`config.mk`:
```
export PLATFORM = sky130hd
export DESIGN_NAME = freq_meter
export DESIGN_NICKNAME = d
export VERILOG_FILES = /design/src/rtl/freq_meter.sv
export SDC_FILE = /design/constraint.sdc
export NUM_CORES = 1
export LEC_CHECK = 0
export CORE_UTILIZATION = 50
export CTS_BUF_LIST = sky130_fd_sc_hd__clkbuf_16
export CTS_CLUSTER_SIZE = 24
export DETAILED_ROUTE_END_ITERATION = 16
export PLACE_DENSITY = 0.68
export SKIP_LAST_GASP = 1
export SLEW_MARGIN = 5
export SYNTH_ARGS = -nofsm -noshare
export SYNTH_HDL_FRONTEND = slang
export SYNTH_SLANG_ARGS = --single-unit
```
`constraint.sdc`:
```
create_clock -name clk -period 2.8 [get_ports clk]
set_clock_uncertainty 0.05 [all_clocks]
set_input_delay 0.42 -clock clk [delete_from_list [all_inputs] [get_ports clk]]
set_output_delay 0.42 -clock clk [all_outputs]
set_load 0.02 [all_outputs]
```
`src/rtl/freq_meter.sv`:
```
// ---------------------------------------------------------------------------
// freq_meter
//   Measures the frequency of an asynchronous input. Rising edges of sig_in
//   are counted over a gate window of GATE_CYCLES clk cycles. Each completed
//   window publishes one count.
//
//   Window timeline: ARM (1 cycle) -> GATE (GATE_CYCLES cycles) -> LATCH
//   (1 cycle). This gives a period of GATE_CYCLES+2 cycles when en stays high.
//   Edges that land in ARM or LATCH are not counted.
//
// Parameters
//   GATE_CYCLES  clk cycles per gate window (must be >= CNT_W+4)
//   CNT_W        width of the edge counter and freq_count
//
// Ports
//   clk         global clock, all logic on posedge
//   rst         synchronous reset, active-high
//   en          1 = measure continuously, 0 = abort / stop
//   sig_in      asynchronous signal under measurement
//   freq_count  edges counted in the last completed window
//   valid       one-cycle pulse when freq_count updates
//   overflow    last window's edge counter saturated
//   busy        high whenever the FSM is not idle
//   bcd_out     8 BCD digits of freq_count (BCD_OUT_EN only)
//   bcd_valid   one-cycle pulse when bcd_out updates (BCD_OUT_EN only)
//
// Configuration
//   BCD_OUT_EN  When defined, adds a sequential double-dabble converter and
//               the bcd_out/bcd_valid ports. Without it, the rest of the
//               block is identical.
// ---------------------------------------------------------------------------
module freq_meter #(
  parameter int unsigned GATE_CYCLES = 100_000_000,
  parameter int unsigned CNT_W       = 27
) (
  input  logic             clk,
  input  logic             rst,
  input  logic             en,
  input  logic             sig_in,
  output logic [CNT_W-1:0] freq_count,
  output logic             valid,
  output logic             overflow,
  output logic             busy
`ifdef BCD_OUT_EN
  ,
  output logic [31:0]      bcd_out,
  output logic             bcd_valid
`endif
);

  localparam int unsigned      TMR_W    = $clog2(GATE_CYCLES);
  localparam logic [TMR_W-1:0] TMR_LAST = TMR_W'(GATE_CYCLES - 1);
  localparam logic [CNT_W-1:0] CNT_MAX  = '1;

  typedef enum logic [1:0] {
    ST_IDLE,
    ST_ARM,
    ST_GATE,
    ST_LATCH
  } state_t;

  state_t           state_q, state_d;
  logic             s1_q, s1_d, s2_q, s2_d, s3_q, s3_d;
  logic [TMR_W-1:0] tmr_q, tmr_d;
  logic [CNT_W-1:0] cnt_q, cnt_d;
  logic             sat_q, sat_d;
  logic [CNT_W-1:0] freq_q, freq_d;
  logic             ovf_q, ovf_d;
  logic             valid_q, valid_d;
  logic             busy_q, busy_d;
  logic             edge_det;

  // -------------------------------------------------------------------------
  // Next-state logic: synchronizer, gate timer, edge counter, FSM
  // -------------------------------------------------------------------------
  always_comb begin
    // s1/s2 form the metastability synchronizer. s3 delays s2 by one cycle
    // so that a rising edge is seen as s2 & ~s3.
    s1_d     = sig_in;
    s2_d     = s1_q;
    s3_d     = s2_q;
    edge_det = s2_q & ~s3_q;

    state_d  = state_q;
    tmr_d    = tmr_q;
    cnt_d    = cnt_q;
    sat_d    = sat_q;
    freq_d   = freq_q;
    ovf_d    = ovf_q;
    valid_d  = 1'b0;

    unique case (state_q)
      ST_IDLE: begin
        if (en) state_d = ST_ARM;
      end

      ST_ARM: begin
        tmr_d   = '0;
        cnt_d   = '0;
        sat_d   = 1'b0;
        state_d = en ? ST_GATE : ST_IDLE;
      end

      ST_GATE: begin
        if (!en) begin
          // Abort: the partial count is discarded. freq_count keeps the
          // value from the last completed window.
          state_d = ST_IDLE;
        end else begin
          // Saturate instead of wrapping. An edge arriving at full scale is
          // a lost edge, so it marks this window as overflowed.
          if (edge_det) begin
            if (cnt_q == CNT_MAX) sat_d = 1'b1;
            else                  cnt_d = cnt_q + CNT_W'(1);
          end
          if (tmr_q == TMR_LAST) state_d = ST_LATCH;
          else                   tmr_d   = tmr_q + TMR_W'(1);
        end
      end

      ST_LATCH: begin
        freq_d  = cnt_q;
        ovf_d   = sat_q;
        valid_d = 1'b1;
        state_d = en ? ST_ARM : ST_IDLE;
      end

      default: state_d = ST_IDLE;
    endcase

    // busy is registered from the next state, so it follows state_q exactly.
    busy_d = (state_d != ST_IDLE);
  end

  always_ff @(posedge clk) begin
    if (rst) begin
      state_q <= ST_IDLE;
      s1_q    <= 1'b0;
      s2_q    <= 1'b0;
      s3_q    <= 1'b0;
      tmr_q   <= '0;
      cnt_q   <= '0;
      sat_q   <= 1'b0;
      freq_q  <= '0;
      ovf_q   <= 1'b0;
      valid_q <= 1'b0;
      busy_q  <= 1'b0;
    end else begin
      state_q <= state_d;
      s1_q    <= s1_d;
      s2_q    <= s2_d;
      s3_q    <= s3_d;
      tmr_q   <= tmr_d;
      cnt_q   <= cnt_d;
      sat_q   <= sat_d;
      freq_q  <= freq_d;
      ovf_q   <= ovf_d;
      valid_q <= valid_d;
      busy_q  <= busy_d;
    end
  end

  assign freq_count = freq_q;
  assign valid      = valid_q;
  assign overflow   = ovf_q;
  assign busy       = busy_q;

`ifdef BCD_OUT_EN
  // -------------------------------------------------------------------------
  // Sequential double-dabble converter.
  //   The value being published is loaded on the LATCH cycle. The converter
  //   then runs CNT_W adjust+shift cycles, one result cycle, and then pulses
  //   bcd_valid. Window spacing (>= CNT_W+6 cycles) keeps conversions from
  //   overlapping. A new load would simply restart the conversion.
  //   Only rst cancels a conversion; an abort or en=0 does not.
  // -------------------------------------------------------------------------
  localparam int unsigned      CSW       = $clog2(CNT_W + 1);
  localparam logic [63:0]      BCD_LIMIT = 64'd99_999_999;

  logic             conv_act_q, conv_act_d;
  logic             conv_done_q, conv_done_d;
  logic [CSW-1:0]   conv_cnt_q, conv_cnt_d;
  logic [CNT_W-1:0] bin_q, bin_d;
  logic [31:0]      wk_q, wk_d;
  logic             clamp_q, clamp_d;
  logic [31:0]      bcd_out_q, bcd_out_d;
  logic             bcd_valid_q, bcd_valid_d;
  logic [31:0]      wk_adj;

  always_comb begin
    // Add-3 correction on every digit >= 5 before the shift.
    wk_adj = wk_q;
    for (int i = 0; i < 8; i++) begin
      if (wk_q[4*i +: 4] >= 4'd5) wk_adj[4*i +: 4] = wk_q[4*i +: 4] + 4'd3;
    end

    conv_act_d  = conv_act_q;
    conv_done_d = conv_done_q;
    conv_cnt_d  = conv_cnt_q;
    bin_d       = bin_q;
    wk_d        = wk_q;
    clamp_d     = clamp_q;
    bcd_out_d   = bcd_out_q;
    bcd_valid_d = 1'b0;

    if (state_q == ST_LATCH) begin
      conv_act_d  = 1'b1;
      conv_done_d = 1'b0;
      conv_cnt_d  = '0;
      bin_d       = cnt_q;
      wk_d        = '0;
      // Eight digits cannot show more than 99_999_999, so the result is
      // pinned to all nines.
      clamp_d     = ({{(64-CNT_W){1'b0}}, cnt_q} > BCD_LIMIT);
    end else if (conv_act_q) begin
      wk_d  = {wk_adj[30:0], bin_q[CNT_W-1]};
      bin_d = bin_q << 1;
      if (conv_cnt_q == CSW'(CNT_W - 1)) begin
        conv_act_d  = 1'b0;
        conv_done_d = 1'b1;
      end else begin
        conv_cnt_d = conv_cnt_q + CSW'(1);
      end
    end else if (conv_done_q) begin
      conv_done_d = 1'b0;
      bcd_out_d   = clamp_q ? 32'h9999_9999 : wk_q;
      bcd_valid_d = 1'b1;
    end
  end

  always_ff @(posedge clk) begin
    if (rst) begin
      conv_act_q  <= 1'b0;
      conv_done_q <= 1'b0;
      conv_cnt_q  <= '0;
      bin_q       <= '0;
      wk_q        <= '0;
      clamp_q     <= 1'b0;
      bcd_out_q   <= '0;
      bcd_valid_q <= 1'b0;
    end else begin
      conv_act_q  <= conv_act_d;
      conv_done_q <= conv_done_d;
      conv_cnt_q  <= conv_cnt_d;
      bin_q       <= bin_d;
      wk_q        <= wk_d;
      clamp_q     <= clamp_d;
      bcd_out_q   <= bcd_out_d;
      bcd_valid_q <= bcd_valid_d;
    end
  end

  assign bcd_out   = bcd_out_q;
  assign bcd_valid = bcd_valid_q;
`endif

endmodule
```
==> results.cfg <==
[power]
swShare = 0.210
p_switching_w = 0.000556
p_clk_frac = 0.481
powerDensity_nw_per_um2 = 547
ir_drop_v = 0.000298
p_total_w = 0.00264
leakage_nw = 1.56
intPower_w = 0.00209
pwr-share-comb = 0.032
seqPwrFrac = 0.487

[grt]
antenna_found_initial = 0
grt_max_degree = 31
grt_pass1_vias = 3481
grt_pass1_wl_mm = 15.8
grt_use_total = 0.235
overflow = 0

[worst_setup_path]
worstPathArrival_ns = 2.44
cp_num_cells = 7
critical_path_class = register to register
path_buf_inv = 0
crit_chain = ha_1 -> nand2_1 -> or4_4 -> nor4_2 -> o21ai_1 -> a21oi_1 -> o21ai_1
worst_setup_path_start_kind = register
endpoint_kind = register
path_common_cell = o21ai_1
slowest_stage = or4_4
r2r_cells = 7
slowest_delay_ns = 0.63
crit_family = simple AND/OR/NAND/NOR gates
crit_path_max_fanout = 5
cp.required_ns = 2.98

[layout]
syn2layout_area_growth_pct = 19.9
n_antenna_cell = 0
nets = 539
drive_gt1_frac = 0.0818
fin_util = 0.623

[place]
post-place-ws_ns = 0.428
place_congestion = 0.929
hpwlAfterDp_mm = 6.52
io_buffer_count = 33

[route]
routed_wl_mm = 9.36
ant_nets = 0
first_pass_iters = 4
wl_per_cell_um = 14.6
routed_via_density = 5.76
vias = 3687
drt_iter0_drc = 173
drc = 0

[timing]
finalCritPeriodShare = 0.809
slew-limit-headroom = 0.335
fin_ws_ns = 0.534
setup_viol = 0
period_needed_ns = 2.27
hold_viol = 0
slew_viol_final = 0
fmax_ghz = 0.441
rsz0062_at_grt = false
finalSetupTns_ns = 0
hold_ws_ns = 0.387
tightest_slew_ns = 0.994

[die]
floorplan.initialDensity = 0.519
ios = 34
die_h_um = 91.8
rows = 32
dieArea_um2 = 8430
die_w_um = 91.8
core_area_um2 = 7770

[clock_network]
cts_tree = built
cts_setup_buffers = 0
ctsHoldBuffers = 0
clk_pin_slew_ns = 0.06
root_buffer = clkbuf_16
cts_max_path_buffers = 2
clock-sinks = 90
clock_latency_ns = 0.34
cts_max_level = 3
cts.repair.resized = 0
numCtsBuffers = 9

[hold_path]
hold_path_depth = 1
hold_path.class = register to register

[logic_synthesis]
synth_top_area_share = 0.447
synth_flop_cell = dfxtp_1
synth_warnings = 0
synthesis.area_um2 = 4030
avgSynthCellArea_um2 = 8.10
async_flop_share = 0
synthTopCellsByArea = dfxtp_1 45%, nand2_1 8.7%, a21oi_1 6.3%
synth-seq-cells = 90
ys_seq_area_frac = 0.447
synth_cell_types = 46
synth_largest_area_cell = dfxtp_1
synth_nets = 504
synthCells = 498
synth-edff-count = 0

[status]
outcome = complete, no violations

[flow_run]
max_cap_violations = 0
[area by class of cell]
class	instances	area, um2
multi-input cells	375	2100
clock inverters	7	92.6
fillers	724	2930
repair buffers	52	468
well taps	102	128
inverters	5	18.8
clock buffers	9	225
flip-flops and latches	90	1800
[per-stage QoR]
step,cell area [um2],std cells
final,4840,640
after global routing,4840,640
after CTS,4840,640
after detailed placement,4520,624
after global placement,4520,624
after floorplan,4030,498
[cells in the mapped netlist (all sizes together), types with 7 or more instances]
| master | count |
|---|---|
| a21oi | 51 |
| a31oi | 11 |
| and4 | 7 |
| clkbuf | 24 |
| dfxtp | 90 |
| nand2 | 94 |
| nand3 | 25 |
| nand4 | 14 |
| nor2 | 46 |
| nor3 | 9 |
| nor4 | 8 |
| o21ai | 21 |
| xnor2 | 14 |
| xor2 | 10 |
[state kept, by name, indices dropped and copies added, names as in the netlist]
| register | flops |
|---|---|
| cnt_q | 27 |
| freq_count | 27 |
| tmr_q | 27 |
| state_q | 2 |
| busy | 1 |
| overflow | 1 |
| s1_q | 1 |
| s2_q | 1 |
| s3_q | 1 |
| sat_q | 1 |
| valid | 1 |
[routing by layer]
metal,vias to the layer above,GRT usage,share of wire
met4,0,0.0872,0.019
met2,89,0.422,0.49
met1,1737,0.273,0.45
met3,17,0.0514,0.042
met5,-,0,0
li1,1844,-,-
[path summary, 6_finish.rpt]
check / from / to / slack, ns
worst max register to register: cnt_q[0]$_SDFFE_PP0P_ / cnt_q[24]$_SDFFE_PP0P_ / 0.53
worst min register to register: s1_q$_SDFF_PP0_ / s2_q$_SDFF_PP0_ / 0.39
worst max-delay path: cnt_q[0]$_SDFFE_PP0P_ / cnt_q[24]$_SDFFE_PP0P_ / 0.53
worst min-delay path: s1_q$_SDFF_PP0_ / s2_q$_SDFF_PP0_ / 0.39
[cells in the final DEF (no fill, tap or decap), types with 5 or more instances in the layout]
cell type	Yosys	final
xor2_1	10	10
buf_4	0	19
dfxtp_1	90	90
nor2b_1	5	5
o211ai_1	5	5
or3_1	5	5
nand2_1	94	94
clkbuf_16	0	9
nor3_1	8	8
o21ai_1	15	15
nand2b_1	5	5
and4_1	7	7
a211oi_1	5	5
xnor2_1	14	14
inv_1	5	5
o21ai_0	6	6
nand4_1	13	13
nor2_1	45	45
a21oi_1	51	51
nand3_1	25	25
and3_1	6	6
clkdlybuf4s50_1	0	32
a31oi_1	11	11
[kinds of logic after synthesis]
group,Yosys count,share of synthesized area
XOR/XNOR,24,0.0521
adder cells (fa/ha/maj),2,0.00620
AO/OA/AOI/OAI,113,0.166
flip-flops,90,0.447
buffers and inverters,33,0.0320
AND/OR/NAND/NOR,236,0.297
[power groups by stage]
stage / sequential [W] / combinational (W) / clock, W
2_1_floorplan: 0.00132 / 0.0000511 / 0
6_report: 0.00129 / 0.0000845 / 0.00127
5_1_grt: 0.00129 / 0.0000928 / 0.00135
4_1_cts: 0.00129 / 0.0000843 / 0.00130
3_5_place_dp: 0.00132 / 0.0000839 / 0
3_3_place_gp: 0.00132 / 0.0000840 / 0
Note: power is estimated with default switching activity, not from simulation.
